===== src/rtl/y_div_pkg.sv =====
// Shared types and constants for the restoring divider.
package y_div_pkg;

   localparam int unsigned DIV_WIDTH = 32;
   localparam int unsigned CNT_WIDTH = $clog2(DIV_WIDTH + 1);

   typedef enum logic [1:0] {IDLE, RUN, DONE} div_state_t;

endpackage


===== src/rtl/y_div_step.sv =====
// One restoring-division step: shift in the next dividend bit, subtract if it fits.
module y_div_step #(
   parameter int unsigned WIDTH = 32
) (
   input  logic [WIDTH-1:0] rem,
   input  logic             bit_in,
   input  logic [WIDTH-1:0] divisor,
   output logic [WIDTH-1:0] rem_out,
   output logic             q_bit
);

   logic [WIDTH:0] shifted;
   logic [WIDTH:0] trial;

   // rem < divisor on entry, so the top trial bit is set exactly when the subtract borrows.
   assign shifted = {rem, bit_in};
   assign trial   = shifted - {1'b0, divisor};
   assign q_bit   = ~trial[WIDTH];
   assign rem_out = q_bit ? trial[WIDTH-1:0] : shifted[WIDTH-1:0];

endmodule


===== src/rtl/y_divider.sv =====
// Multi-cycle restoring divider with start/busy/done handshake.
// Optional signed mode is enabled by defining YDIV_SIGNED_EN.
module y_divider
   import y_div_pkg::*;
#(
   parameter int unsigned WIDTH = DIV_WIDTH
) (
   input  logic             clk,
   input  logic             rst,
   input  logic             start,
   input  logic [WIDTH-1:0] dividend,
   input  logic [WIDTH-1:0] divisor,
`ifdef YDIV_SIGNED_EN
   input  logic             is_signed,
`endif
   output logic [WIDTH-1:0] quotient,
   output logic [WIDTH-1:0] remainder,
   output logic             busy,
   output logic             done,
   output logic             div_zero
);

   localparam int unsigned CW = $clog2(WIDTH + 1);

   div_state_t       state;
   logic [WIDTH-1:0] rem_r, quo_r, dvsr_r;
   logic [CW-1:0]    cnt;
   logic             q_neg, r_neg;

   logic             a_neg, b_neg;
   logic [WIDTH-1:0] a_mag, b_mag;
   logic [WIDTH-1:0] step_rem, quo_next;
   logic             step_bit;

`ifdef YDIV_SIGNED_EN
   assign a_neg = is_signed & dividend[WIDTH-1];
   assign b_neg = is_signed & divisor[WIDTH-1];
`else
   assign a_neg = 1'b0;
   assign b_neg = 1'b0;
`endif
   assign a_mag = a_neg ? -dividend : dividend;
   assign b_mag = b_neg ? -divisor : divisor;

   y_div_step #(
      .WIDTH (WIDTH)
   ) u_step (
      .rem     (rem_r),
      .bit_in  (quo_r[WIDTH-1]),
      .divisor (dvsr_r),
      .rem_out (step_rem),
      .q_bit   (step_bit)
   );

   assign quo_next = {quo_r[WIDTH-2:0], step_bit};

   always_ff @(posedge clk) begin
      if (rst) begin
         state     <= IDLE;
         quotient  <= '0;
         remainder <= '0;
         busy      <= 1'b0;
         done      <= 1'b0;
         div_zero  <= 1'b0;
         rem_r     <= '0;
         quo_r     <= '0;
         dvsr_r    <= '0;
         cnt       <= '0;
         q_neg     <= 1'b0;
         r_neg     <= 1'b0;
      end else begin
         done <= 1'b0;
         case (state)
            IDLE, DONE: begin
               state <= IDLE;
               if (start) begin
                  if (divisor == '0) begin
                     // Division by zero skips iteration; remainder reports the raw dividend.
                     state     <= DONE;
                     done      <= 1'b1;
                     div_zero  <= 1'b1;
                     quotient  <= '1;
                     remainder <= dividend;
                  end else begin
                     state    <= RUN;
                     busy     <= 1'b1;
                     div_zero <= 1'b0;
                     quo_r    <= a_mag;
                     rem_r    <= '0;
                     dvsr_r   <= b_mag;
                     cnt      <= CW'(WIDTH);
                     q_neg    <= a_neg ^ b_neg;
                     r_neg    <= a_neg;
                  end
               end
            end
            RUN: begin
               rem_r <= step_rem;
               quo_r <= quo_next;
               cnt   <= cnt - CW'(1);
               if (cnt == CW'(1)) begin
                  state     <= DONE;
                  busy      <= 1'b0;
                  done      <= 1'b1;
                  quotient  <= q_neg ? -quo_next : quo_next;
                  remainder <= r_neg ? -step_rem : step_rem;
               end
            end
            default: state <= IDLE;
         endcase
      end
   end

endmodule


===== config.mk =====
export PLATFORM = sky130hd
export DESIGN_NAME = y_divider
export DESIGN_NICKNAME = d
export VERILOG_FILES = /design/src/rtl/y_div_pkg.sv /design/src/rtl/y_div_step.sv /design/src/rtl/y_divider.sv
export SDC_FILE = /design/constraint.sdc
export NUM_CORES = 1
export LEC_CHECK = 0
export CAP_MARGIN = 20
export CORE_ASPECT_RATIO = 2
export CORE_MARGIN = 4
export CORE_UTILIZATION = 45
export CTS_CLUSTER_DIAMETER = 60
export DETAILED_ROUTE_END_ITERATION = 10
export GPL_TIMING_DRIVEN = 0
export PLACE_DENSITY_LB_ADDON = 0.1
export SETUP_SLACK_MARGIN = 0.3
export SYNTH_ARGS = -nofsm -noshare
export SYNTH_HDL_FRONTEND = slang
export SYNTH_HIERARCHICAL = 1
export SYNTH_SLANG_ARGS = --single-unit

===== constraint.sdc =====
create_clock -name clk -period 4.6 [get_ports clk]
set_input_delay 0.92 -clock clk [delete_from_list [all_inputs] [get_ports clk]]
set_output_delay 0.92 -clock clk [all_outputs]
set_load 0.01 [all_outputs]

==> metrics.txt <==
outcome finished, final reports clean; synth top area cells dfxtp_1, o221ai_1, nand2_1; clock root cell clkbuf_16; CTS tree yes; Num CTS Buffers 17; CP delay by family, top compound AO/OA/AOI/OAI gates; Commonest cells post-synth dfxtp_1, nand2_1, inv_1; Clock Sinks around 170; clk_skew between 9 and 10 ps; Placement Setup Slack ~260 ps; Sequential cell area between 3000 and 4000 um2; drt initial violations between 600 and 700; GRT busiest layer met2; DRT Pass-1 Iters 6; fraction of layout instances using a drive strength above 1 7.51%; Slowest-stage cell, CP dfxtp_1; Synth Warn # 6; Initial Utilization between 40% and 50%; Max H-tree Level 4; nets 1,476; Die Span X about 110 um; CTS max path bufs 2; Comb power frac between 60% and 70%; per-cell routed wire length about 22 um; Peak VDD IR roughly 0.54 mV; asr flop ratio synth 0%; power share of the clock group between 10% and 20%; Via density 6.05; vias in the first global route between 10,000 and 15,000; largest net degree at the start of global routing 17; Main synth FF type dfxtp_1; minimum clock period around 4100 ps; Power per Cell Area about 730 nW/um2; hpwl dp ~28,000 um; CP Data Arrival Time 4410 ps; Core ar. roughly 22,000 um2; Worst slew margin about two fifths; Setup CP Type reg -> reg; IO Pins between 100 and 150; met3 track demand over resource around 5.1%; multi-input logic area about 5800 um2; internal power roughly 5.3 mW; count of pins over their slew limit 0; Post-synth EDFFs 0; Avg Inst Size Synth 8.31 um2; Synth top area share between 30% and 40%; last weighted congestion value of the routability-driven placer approximately 1.0; PortBufs between 100 and 150; Startpoint Class flop; post-route ant nets 0; Remaining DRCs 0; number of cell rows 77; cells along the critical path inv_1 > ha_1 > fa_1 > and2b_1 > o2111ai_2 > a21oi_2 > o2111ai_2 > a211oi_2 > nor2_4 > mux2i_4 > and2_4 > buf_12 > inv_8 > buf_12 > mux2_4 > inv_1 > nor3_1 > a31oi_1 > a31oi_1; Worst Path Required about 4900 ps; max incr delay on CP 400 ps; Layout area overhead 22.6%; Synth Instances 1,221; sw frac between 40% and 50%; Slew @ Worst Pin between 900 and 1000 ps; Vias ~10,000; worst skew pair latency about 450 ps; GRT Total Usage between 20 and 30%; Die Area between 20,000 and 30,000 um2; sequential cell area fraction in the yosys report about a third; Die Y between 200 and 250 um; syn nets around 1,300; CP Capture Type flop; CTS clock-pin slew for the worst setup and hold paths ~70 ps; WP buf/inv 5; reg-to-reg slack, setup between 400 and 500 ps; Leak Pwr 4.46 nW; initial antenna violation count 0; Hold/Removal Path Class reg -> reg; most common cell in the netlist dfxtp_1; DRT Wirelength 35,900 um; Syn Std Cell Area 10,100 um2; cell taking the most area after synthesis dfxtp_1; met2 Usage GRT 54.8%; Crit Path Max Fanout 10; setup TNS 0 ps; Highest Clock Rate between 200 and 250 MHz; Flop pwr share between 20 and 25%; Max Cap Viol 0; Sw Pwr around 3.8 mW; setup ws final ~500 ps; RSZ-0062 raised after global routing false; first-pass GRT wire length between 50,000 and 60,000 um; Yosys reg bits 171; GRT overflow 0; met1 global-route usage between 20% and 30%; fin crit share a little under 90%; Final Setup Violations 0; synth unique cells between 70 and 80; number of fill cells roughly 2,200; antenna cells 0; Hold Violations, Final 0
-- layout by cell type, fill, tap and decap left out, drive strengths merged, types with 3 or more instances in the layout --
master | synthesis | layout
a211oi | 3 | 3
a21o | 19 | 19
a21oi | 64 | 64
a22oi | 32 | 32
a31oi | 69 | 69
a32o | 32 | 32
and2 | 3 | 3
and3 | 6 | 6
and4 | 3 | 3
buf | 39 | 40
bufinv | 0 | 3
clkbuf | 71 | 95
clkdlybuf4s50 | 1 | 134
dfxtp | 171 | 171
ha | 34 | 34
inv | 101 | 101
mux2 | 23 | 23
mux2i | 34 | 34
nand2 | 120 | 120
nand2b | 3 | 3
nand3 | 21 | 21
nand4 | 70 | 70
nor2 | 22 | 22
nor2b | 36 | 36
nor3 | 39 | 39
nor4 | 10 | 10
o2111ai | 5 | 5
o21a | 7 | 7
o21ai | 54 | 54
o21bai | 4 | 4
o221ai | 63 | 63
o31ai | 3 | 3
or3 | 4 | 4
xnor2 | 14 | 14
xor2 | 14 | 14
-- cell type report --
cell class,count,share of cell area [%]
multi-input combinational,837,46.4
sequential,171,27.5
timing repair buffer,134,10.8
buffer,112,4.64
clock buffer,24,3.95
inverter,101,3.11
tap,276,2.78
clock inverter,6,0.895
-- metal layers --
layer,vias up,routed length (um)
met4,0,2380
met5,-,0
met2,288,19800
li1,4851,-
met3,103,1350
met1,4800,12400
-- final timing paths --
| check | endpoint | from | depth (start not counted) |
|---|---|---|---|
| worst max-delay path | remainder[13] | quo_r[31] | 19 |
| worst min-delay path | dvsr_r[6] | dvsr_r[6] | 2 |
| worst max register to register | remainder[13] | quo_r[31] | 19 |
| worst min register to register | dvsr_r[6] | dvsr_r[6] | 2 |
-- cells by family (layout without fill, tap and decap cells) --
logic type	count (synthesis)	count (layout)	synth area share, %
fa+ha+maj	35	35	4.39
compound gates	369	369	25.6
flops	171	171	33.7
buf+inv	213	377	9.49
simple gates	348	348	17.6
xor+xnor	28	28	2.42
mux	57	57	6.73
-- per-stage QoR --
stage	hold WS (ps)	instance area, um2	std cells	util, %	power, mW
floorplan	435	10100	1221	-	6.15
global placement	444	11800	1630	53.4	7.44
detailed placement	449	11800	1630	53.4	7.46
CTS	460	12400	1661	56.1	9.06
global route	476	12400	1661	56.1	9.60
finish	458	12400	1661	56.1	9.11
-- repair_timing --
item,CTS,global route
buffers inserted,1,0
cloned,0,0
hold buffers,0,0
setup endpoints to repair,2,4
gates resized for setup,0,1
hold endpoints to repair,0,0
-- power groups by stage --
stage / combinational, mW / clock (mW) / sequential (mW)
after floorplan: 4.33 / 0 / 1.82
after global placement: 5.57 / 0 / 1.87
after detailed placement: 5.58 / 0 / 1.88
after CTS: 5.67 / 1.54 / 1.85
after global routing: 6.14 / 1.59 / 1.87
final: 5.74 / 1.52 / 1.85
-- tightest hold or removal path: cells and delay by family (launching register included) --
family	cells	cell delay [ps]
flops	1	310
simple gates	1	50
mux	1	50
-- sequential cells by signal, indices dropped and copies added, names as in the netlist, 2 cells and up --
signal,cells
remainder,32
state,2
rem_r,32
quotient,32
cnt,6
dvsr_r,32
quo_r,32
(Power assumes the default switching activity.)
